### src/rtl/bp_pkg.sv
// rtl/bp_pkg.sv - shared types and counter update rule for the PHT update path
package bp_pkg;

   localparam int BP_PC_W = 32;

   typedef enum logic [1:0] {
      SNT = 2'b00,
      WNT = 2'b01,
      WT  = 2'b10,
      ST  = 2'b11
   } counter_e;

   typedef enum logic [1:0] {
      IDLE,
      RD_REQ,
      RD_WAIT,
      WR
   } upd_state_e;

   typedef struct packed {
      logic [BP_PC_W-1:0] pc;
      logic               taken;
   } upd_entry_t;

   function automatic counter_e sat_next(counter_e cur, logic taken);
      counter_e res;
      if (taken) begin
         res = (cur == ST) ? ST : counter_e'(cur + 2'd1);
      end else begin
         res = (cur == SNT) ? SNT : counter_e'(cur - 2'd1);
      end
      return res;
   endfunction

endpackage

### src/rtl/bp_update_fifo.sv
// rtl/bp_update_fifo.sv - pending branch-update queue with flush that can spare the head
module bp_update_fifo
   import bp_pkg::*;
#(
   parameter int DEPTH = 4,
   localparam int AW   = $clog2(DEPTH)
) (
   input  logic       clk_i,
   input  logic       rst_i,
   input  logic       push,
   input  upd_entry_t push_data,
   input  logic       pop,
   input  logic       flush,
   input  logic       keep_head,
   output upd_entry_t head,
   output logic       full,
   output logic       empty,
   output logic [AW:0] count
);

   localparam logic [AW:0] PTR_ONE = {{AW{1'b0}}, 1'b1};

   upd_entry_t mem [DEPTH];
   logic [AW:0] wr_ptr;
   logic [AW:0] rd_ptr;
   logic        do_push;

   assign count   = wr_ptr - rd_ptr;
   assign full    = (count == (AW+1)'(DEPTH));
   assign empty   = (wr_ptr == rd_ptr);
   assign head    = mem[rd_ptr[AW-1:0]];
   assign do_push = push && !full && !flush;

   // A flush keeps the in-flight head by pulling the write pointer back to just past it.
   always_ff @(posedge clk_i or posedge rst_i) begin
      if (rst_i) begin
         wr_ptr <= '0;
         rd_ptr <= '0;
      end else begin
         if (pop) begin
            rd_ptr <= rd_ptr + PTR_ONE;
         end
         if (flush) begin
            wr_ptr <= rd_ptr + {{AW{1'b0}}, keep_head};
         end else if (do_push) begin
            wr_ptr <= wr_ptr + PTR_ONE;
         end
      end
   end

   always_ff @(posedge clk_i) begin
      if (do_push) begin
         mem[wr_ptr[AW-1:0]] <= push_data;
      end
   end

endmodule

### src/rtl/bp_update_ctrl.sv
// rtl/bp_update_ctrl.sv - schedules resolved-branch read-modify-writes into the gshare PHT
module bp_update_ctrl
   import bp_pkg::*;
#(
   parameter int PC_W       = 32,
   parameter int INDEX_W    = 10,
   parameter int INDEX_LSB  = 2,
   parameter int FIFO_DEPTH = 4
) (
   input  logic               clk_i,
   input  logic               rst_i,
   input  logic               resolve_valid_i,
   input  logic [PC_W-1:0]    resolve_pc_i,
   input  logic               resolve_taken_i,
   output logic               resolve_ready_o,
   input  logic               flush_i,
   input  logic               lookup_req_i,
   output logic               tbl_rd_en_o,
   output logic               tbl_wr_en_o,
   output logic [INDEX_W-1:0] tbl_idx_o,
   input  logic [1:0]         tbl_rd_data_i,
   output logic [1:0]         tbl_wr_data_o,
   output logic [INDEX_W-1:0] ghr_o,
   output logic               busy_o
);

   localparam int CW = $clog2(FIFO_DEPTH);

   upd_state_e         state_q;
   upd_state_e         state_d;
   logic [INDEX_W-1:0] ghr_q;
   logic [INDEX_W-1:0] idx_q;
   logic [INDEX_W-1:0] head_idx;
   logic               taken_q;
   counter_e           next_q;

   upd_entry_t  push_entry;
   upd_entry_t  head;
   logic        fifo_full;
   logic        fifo_empty;
   logic [CW:0] fifo_count;
   logic        pop;
   logic        keep_head;

   assign push_entry.pc    = BP_PC_W'(resolve_pc_i);
   assign push_entry.taken = resolve_taken_i;
   assign keep_head        = (state_q == RD_WAIT) || (state_q == WR);

   bp_update_fifo #(
      .DEPTH (FIFO_DEPTH)
   ) u_fifo (
      .clk_i     (clk_i),
      .rst_i     (rst_i),
      .push      (resolve_valid_i),
      .push_data (push_entry),
      .pop       (pop),
      .flush     (flush_i),
      .keep_head (keep_head),
      .head      (head),
      .full      (fifo_full),
      .empty     (fifo_empty),
      .count     (fifo_count)
   );

   // The index is hashed with the live GHR, so it already reflects the previous entry's outcome.
   assign head_idx        = head.pc[INDEX_LSB +: INDEX_W] ^ ghr_q;
   assign resolve_ready_o = !fifo_full;
   assign ghr_o           = ghr_q;
   assign tbl_wr_data_o   = next_q;
   assign busy_o          = !fifo_empty || (state_q != IDLE);

   always_comb begin
      state_d     = state_q;
      tbl_rd_en_o = 1'b0;
      tbl_wr_en_o = 1'b0;
      tbl_idx_o   = idx_q;
      pop         = 1'b0;
      case (state_q)
         IDLE: begin
            if (!fifo_empty && !flush_i) begin
               state_d = RD_REQ;
            end
         end
         RD_REQ: begin
            tbl_idx_o = head_idx;
            if (flush_i) begin
               state_d = IDLE;
            end else if (!lookup_req_i) begin
               tbl_rd_en_o = 1'b1;
               state_d     = RD_WAIT;
            end
         end
         RD_WAIT: begin
            state_d = WR;
         end
         WR: begin
            if (!lookup_req_i) begin
               tbl_wr_en_o = 1'b1;
               pop         = 1'b1;
               state_d     = (fifo_count > (CW+1)'(1) && !flush_i) ? RD_REQ : IDLE;
            end
         end
         default: begin
            state_d = IDLE;
         end
      endcase
   end

   always_ff @(posedge clk_i or posedge rst_i) begin
      if (rst_i) begin
         state_q <= IDLE;
         ghr_q   <= '0;
         idx_q   <= '0;
         taken_q <= 1'b0;
         next_q  <= SNT;
      end else begin
         state_q <= state_d;
         if (tbl_rd_en_o) begin
            idx_q   <= head_idx;
            taken_q <= head.taken;
         end
         if (state_q == RD_WAIT) begin
            next_q <= sat_next(counter_e'(tbl_rd_data_i), taken_q);
         end
         if (pop) begin
            ghr_q <= {ghr_q[INDEX_W-2:0], taken_q};
         end
      end
   end

endmodule

### config.mk
export PLATFORM = sky130hd
export DESIGN_NAME = bp_update_ctrl
export DESIGN_NICKNAME = d
export VERILOG_FILES = /design/src/rtl/bp_pkg.sv /design/src/rtl/bp_update_fifo.sv /design/src/rtl/bp_update_ctrl.sv
export SDC_FILE = /design/constraint.sdc
export NUM_CORES = 1
export LEC_CHECK = 0
export CORE_ASPECT_RATIO = 1.4
export CORE_MARGIN = 10
export CORE_UTILIZATION = 25
export CTS_CLUSTER_DIAMETER = 30
export DETAILED_ROUTE_END_ITERATION = 7
export PLACE_DENSITY_LB_ADDON = 0.25
export SETUP_SLACK_MARGIN = 0.5
export SKIP_CTS_REPAIR_TIMING = 1
export SLEW_MARGIN = 25
export SYNTH_ARGS = -nofsm -noshare
export SYNTH_HDL_FRONTEND = slang
export SYNTH_HIERARCHICAL = 1
export SYNTH_SLANG_ARGS = --single-unit
### constraint.sdc
create_clock -name clk_i -period 6.69 [get_ports clk_i]
set_clock_uncertainty 0.05 [all_clocks]
set_input_delay 1.338 -clock clk_i [delete_from_list [all_inputs] [get_ports clk_i]]
set_output_delay 1.338 -clock clk_i [all_outputs]
set_load 0.05 [all_outputs]
# After elaboration in Yosys (flattened, before gate mapping)
# Memory sizes are Yosys's and may differ from the RTL's.
# Cells that the tools add are included.
[totals] reg_bits=31 ram_bits=132 input_bits=40 elab_cells=57 memories=1
[op_classes] addsub=6 n_lt_le_gt_ge=1 n_eq_ne=9 mux=18 bitwise_logic=1 reduce_logical=14
[memory_table] name="u_fifo.mem" words=4 word_bits=33 read_ports=1 rd_ports_with_merged_regs=0 wr=1 line="bp_update_fifo.sv:23" text="upd_entry_t mem [DEPTH];"
[ops] cell="$mux W2" n=7
[ops] cell="$mux W10" n=1
[ops] cell="$xor A10 B10 Y10" n=1
[ops] cell="$pmux W2 S4" n=1
[ops] cell="$mux W1" n=7
[ops] cell="$add A3 B1 Y3 const B" n=2
[ops] cell="$eq A2 B2 Y1 const B" n=3
[ops] cell="$mux W3" n=2
[ops] cell="$logic_and A1 B1 Y1" n=4
[ops] cell="$logic_not A2 Y1" n=2
[ops] cell="$ne A2 B2 Y1 const B" n=2
[ops] cell="$reduce_bool A2 Y1" n=2
[ops] cell="$add A3 B1 Y3" n=1
[ops] cell="$eq A3 B3 Y1" n=1
[ops] cell="$eq A3 B3 Y1 const B" n=1
[ops] cell="$gt A3 B1 Y1 const B" n=1
[ops] cell="$logic_not A1 Y1" n=3
[ops] cell="$ne A3 B3 Y1 const B" n=1
[ops] cell="$reduce_and A3 Y1" n=1
[ops] cell="$sub A3 B3 Y3" n=1
[ops] cell="$add A2 B1 Y2 const B" n=1
[ops] cell="$eq A2 B1 Y1 const B" n=1
[ops] cell="$logic_or A1 B1 Y1" n=2
[ops] cell="$sub A2 B1 Y2 const B" n=1

# Longest topological paths before layout
[depth] word_depth=7 depth_mapped=8 mapped_depth_nobuf=8

# Cells and area by module
# The synthesis kept the hierarchy.
[modules_own_cells] mod="bp_update_fifo" instances=1 cells_per_inst=234 area_each_um2=5335.1 seq_area_each_um2=4113.9
[modules_own_cells] mod="bp_update_ctrl" instances=1 cells_per_inst=116 area_each_um2=1217.4 seq_area_each_um2=625.6

# Worst setup path after synthesis
# OpenSTA, ideal clock, no wires.
[synth_path] kind="input-to-reg" start="in flush_i" end="mem u_fifo/mem[2][0] (netlist name), enable pin" setup_ns=0.518 arrival_time_ns=5.095 required_time_ns=6.122 setup_slack_ns=1.028 cell_stages=2 n_path_buf=1 path_cell_list="clkbuf_1 nor4b_1"
[synth_between] elab_chain_cells=4
[synth_rtl] element="from (decl)" line="bp_update_ctrl.sv:16" text="input logic flush_i,"
[synth_rtl] element="$logic_not A1 Y1" line="bp_update_fifo.sv:32" text="assign do_push = push && !full && !flush;"
[synth_rtl] element="$logic_and A1 B1 Y1" line="bp_update_fifo.sv:32"
[synth_rtl] element="$mux W1" line="bp_update_fifo.sv:52" text="if (do_push) begin"
[synth_rtl] element="$mux W1 (implied by the code)" line="bp_update_fifo.sv:53" text="mem[wr_ptr[AW-1:0]] <= push_data;"
[synth_rtl] element="to (decl)" line="bp_update_fifo.sv:23"
# Every way passes these cells.

# Worst setup path after layout
[layout_path] start="in lookup_req_i" end="out tbl_wr_en_o"
[layout_between] elab_chain_cells=2
[layout_rtl] element="from (decl)" line="bp_update_ctrl.sv:17" text="input logic lookup_req_i,"
[layout_rtl] element="$mux W1" line="bp_update_ctrl.sv:97" text="if (!lookup_req_i) begin"
[layout_rtl] element="$mux W1" line="bp_update_ctrl.sv:78" text="case (state_q)"
[layout_rtl] element="to (decl)" line="bp_update_ctrl.sv:19" text="output logic tbl_wr_en_o,"
# Every way passes these cells.

==> impl_metrics.ini <==
[power_and_ir_drop]
comb_power_share_pct = 49.5
p_int_w = 0.001329
p_sw_w = 0.001055
leakage_nw = 1.600
vdd.ir_drop.worst_v = 0.0002502
power_frac_seq_pct = 31.2
power.density_nw_per_um2 = 550.3
switching_share_pct = 44.26
p_clk_share_pct = 19.2

[global_route]
gr-usage-all-layers_pct = 7.553
grt_max_degree = 26
overflow = 0
antenna_found_initial = 0
grt_pass1_wl_microns = 10840
grt_pass1_vias = 2045

[place]
port_buffers = 43
place_congestion = 0.7995
hpwl_microns = 5014

[detailed_routing]
ant_nets = 0
dr.pass1.iters = 4
wl_per_cell_microns = 14.57
via_count = 1944
totalWireLength_microns = 6805
drt_iter0_drc = 85
avgViaCountPerCell = 4.163
drc = 0

[clock_tree]
clock-sinks = 75
path_clk_slew_ns = 0.06
insertion_delay_ns = 0.34
ctsHtreeMaxLevel = 3
clockBufferDepth = 2
tritoncts = built
cts_buffers = 9
cts_root_buf = clkbuf_16

[synthesis]
syn_area_per_cell_sq_um = 14.34
ys_warn_count = 6
syn_inst = 237
synth_nets = 287
netlist_area_sq_um = 3400

[sta]
final-hold-violation-count = 0
slew_violations = 0
rsz0062_at_grt = no
slew_headroom_pct = 38.80
tns_ns = 0
max_clock_freq_ghz = 0.2046
layout_worst_path_cycle_share_pct = 73.05
period_minus_slack_ns = 4.887
tightest_slew_ns = 0.9180
setup_viol_count_final = 0

[setup_path]
rr_endpoint = u_fifo/mem[2][10]$_DFFE_PP_
crit_slowest_cell = clkdlybuf4s50_1
crit_type = in2out
crit_chain = clkdlybuf4s50_1, inv_1, nand3_1, inv_1, clkdlybuf4s50_1
cp-startpoint = lookup_req_i
rr_worst_depth = 5
critPathRequiredTime_ns = 5.30
crit_end = tbl_wr_en_o
timing.rr.start = u_fifo/rd_ptr[0]$_DFFE_PP0P_
end_kind = primary output
cp-start-kind = input port
crit_fanout = 11
r2r_setup_slack_ns = 3.46
slowest_delay_ns = 0.85
arrival_ns = 3.50

[floorplan]
fp.dieW_microns = 118.6
die_area_sq_um = 18730
row_count = 50
die_height_microns = 158.0
core_sq_um = 13330
start_util_pct = 25.51
io_pins = 66

[cells_and_area]
nets = 329
drive_above_1_share_pct = 19.72
syn2layout_area_growth_pct = 27.42
final_util_pct = 32.51

[hold_path]
hp-class = reg2reg

[job]
drv_cap = 0

[run_status]
outcome = finished clean
[layout make-up]
class	count	area, sq um
sequential	75	2097
clock inverter	7	61.31
antenna	1	2.502
timing repair buffer	45	445.4
multi-input combinational	135	1224
tap	182	227.7
fill	1316	8994
inverter	13	48.80
clock buffer	9	225.2
[routing by layer]
layer / vias to the layer above / track usage (%) / wire, microns
met5: - / 0 / 0
li1: 944 / - / -
met3: 14 / 2.389 / 392
met2: 41 / 12.88 / 3461
met4: 0 / 4.665 / 195
met1: 945 / 8.004 / 2756
[per-stage QoR]
step	power [W]	cell area, sq um	cells	hold slack (ns)	worst slack, ns
after floorplan	0.001599	3400	237	0.4389	2.788
after global placement	0.001943	4043	450	0.4217	1.730
after detailed placement	0.001959	4043	450	0.4298	1.735
after CTS	0.002423	4329	466	0.4438	1.736
after global routing	0.002532	4329	466	0.4821	1.607
final	0.002384	4332	467	0.4306	1.803
[cells in the final DEF, fill, tap and decap left out, types with 2 or more instances in the layout]
master / instances
a22oi_1: 2
nor4b_4: 4
edfxtp_1: 44
dfrtp_1: 31
clkbuf_16: 9
nor2b_1: 3
ha_1: 9
clkdlybuf4s50_1: 43
clkinv_4: 3
a21oi_1: 3
o21ai_0: 16
xor2_1: 2
inv_2: 2
nand2b_1: 2
inv_8: 2
mux4_2: 11
nor2_1: 13
nand3_1: 7
inv_1: 11
buf_4: 2
mux2_2: 11
xnor2_1: 12
nand2_1: 17
a21oi_2: 8
o2111ai_1: 3
[worst min path at each step]
stage	from	to	slack (ns)	depth (start not counted)
after floorplan	idx_q[0]$_DFFE_PP0P_	idx_q[0]$_DFFE_PP0P_	0.44	2
after global placement	tbl_wr_data_o[1]$_DFFE_PP0P_	tbl_wr_data_o[1]$_DFFE_PP0P_	0.42	2
after detailed placement	tbl_wr_data_o[1]$_DFFE_PP0P_	tbl_wr_data_o[1]$_DFFE_PP0P_	0.43	2
after CTS	tbl_wr_data_o[1]$_DFFE_PP0P_	tbl_wr_data_o[1]$_DFFE_PP0P_	0.44	2
after global routing	tbl_wr_data_o[1]$_DFFE_PP0P_	tbl_wr_data_o[1]$_DFFE_PP0P_	0.48	2
final	tbl_wr_data_o[1]$_DFFE_PP0P_	tbl_wr_data_o[1]$_DFFE_PP0P_	0.43	2
[flip-flops by register name, indices dropped and copies added (netlist names), named ones only]
name and count:
taken_q 1, ghr_o 10, u_fifo/mem 44, u_fifo/rd_ptr 3, state_q 1, u_fifo/wr_ptr 3, idx_q 10, tbl_wr_data_o 2
[power groups by stage]
stage               Combinational (W)  Sequential, W  Clock [W]
floorplan                    0.000817       0.000782          0
global placement              0.00119       0.000755          0
detailed placement            0.00120       0.000759          0
CTS                           0.00120       0.000750   0.000472
global route                  0.00127       0.000769   0.000488
finish                        0.00118       0.000745   0.000458
[critical path, delay by kind of cell]
family	cells	cell delay, ns
buffers and inverters	4	1.77
and+or+nand+nor	1	0.39
Power figures use the tool's default switching activity.
==> variant, RTL diff (same settings) <==
Change the parameter `FIFO_DEPTH` from 4 to 2.
--- a/src/rtl/bp_update_ctrl.sv
+++ b/src/rtl/bp_update_ctrl.sv
@@ -5,7 +5,7 @@
    parameter int PC_W       = 32,
    parameter int INDEX_W    = 10,
    parameter int INDEX_LSB  = 2,
-   parameter int FIFO_DEPTH = 4
+   parameter int FIFO_DEPTH = 2
 ) (
    input  logic               clk_i,
    input  logic               rst_i,
Formal check against the unedited RTL: not equivalent (Yosys sat finds a counterexample within 4 cycles, from zero or initial values and one cycle with rst_i high).
==> variant against the unedited design <==
Worst setup slack gained 25 ps. Area after synthesis shrank 31%. Die area shrank 27%. Via count shrank 27%. Sequential share of layout area shrank 2.6 points. Worst hold slack gained 8.5 ps. Wire length shrank 32%. Power shrank 32%. Clock power shrank 37%. Sequential cell count shrank 24. Cell area shrank 30%. Count of clock-buffer cells in the layout shrank 4.
==> variant: results (changes against the unedited design) <==
Placement
  • Dpl cells: 327 (was 450)
  • Placement Setup Slack: 1820 ps (was 1730 ps)
  • GPL Wtd Cong: 0.654 (was 0.800)
  • DP Area: 2850 sq um (was 4040 sq um)

Final layout
  • Utilization after layout: 0.333 (was 0.325)
  • Final nets: 269 (was 329)
  • Number of diodes: 0 (was 1)
  • Share of post-route cells with drive strength above 1: 0.206 (was 0.197)
  • Fillers: 902 (was 1316)
  • Number of flip-flops under the largest register name: 22 (was 44)

Yosys
  • Post-synthesis cell count: 185 (was 237)
  • Mapped Nets: 227 (was 287)

Drt
  • Via-to-Cell Ratio: 4.23 (was 4.16)
  • Average routed wire per standard cell: 13.7 microns (was 14.6 microns)
  • DRT iter0 DRCs: 44 (was 85)
  • Vias: 1417 (was 1944)

Worst setup path
  • WP data arrival: 3470 ps (was 3500 ps)
  • Crit path from: flush_i (was lookup_req_i)
  • Worst Reg-to-Reg Cells: 4 (was 5)
  • Start of the worst register-to-register path: u_fifo/rd_ptr[0] (unchanged)
  • R2R Setup Slk: 4530 ps (was 3460 ps)
  • R2R Path End: u_fifo/mem[0][6] (was u_fifo/mem[2][10])
  • Setup crit end: tbl_rd_en_o (was tbl_wr_en_o)
  • Crit-path max FO: 23 (was 11)
  • Slowest-stage cell, CP: clkdlybuf4s50_1 (unchanged)

Hold path
  • Hold EP: tbl_wr_data_o[1] (unchanged)

Clocking
  • CTS Buf Count: 5 (was 9)
  • H-Tree Depth: 2 (was 3)
  • Clock Latency Late Sink: 280 ps (was 340 ps)

Global routing
  • Total track usage: 0.0714 (was 0.0755)
  • Vias in the first global route: 1454 (was 2045)
  • Global-route wire length before repair: 7620 microns (was 10800 microns)

STA
  • Slew headroom: 0.588 (was 0.388)
  • Fin Hold WS: 439 ps (was 431 ps)
  • Fmax: 206 MHz (was 205 MHz)

Power
  • Leak: 1.18 nW (was 1.60 nW)
  • Worst VDD drop: 0.108 mV (was 0.250 mV)

Status
  • Status: finished clean (unchanged)
[variant: layout make-up]
class | count | share of cell area
flip-flops and latches | 51 | 0.459
repair buffers | 45 | 0.147
inverters | 10 | 0.0124
well taps | 107 | 0.0443
clock buffers | 5 | 0.0414
multi-input cells | 114 | 0.280
clock inverters | 3 | 0.0157
[variant: worst register-to-register path: stages, from the launching register on]
cell and delay, ps:
dfrtp_1 740, ha_1 370, inv_1 140, o211ai_1 140
inv_1 380
[variant: power breakdown]
part           switching, W  internal (W)  total [W]
Clock              0.000111      0.000178   0.000289
Sequential        0.0000792      0.000421   0.000500
Combinational      0.000522      0.000314   0.000836
[variant: metal layers]
| layer | vias up | GRT usage | share of wire |
|---|---|---|---|
| met2 | 32 | 0.117 | 0.50 |
| met3 | 2 | 0.0252 | 0.064 |
| met5 | - | 0 | 0 |
| li1 | 720 | - | - |
| met4 | 0 | 0.0311 | 0.011 |
| met1 | 663 | 0.0812 | 0.43 |
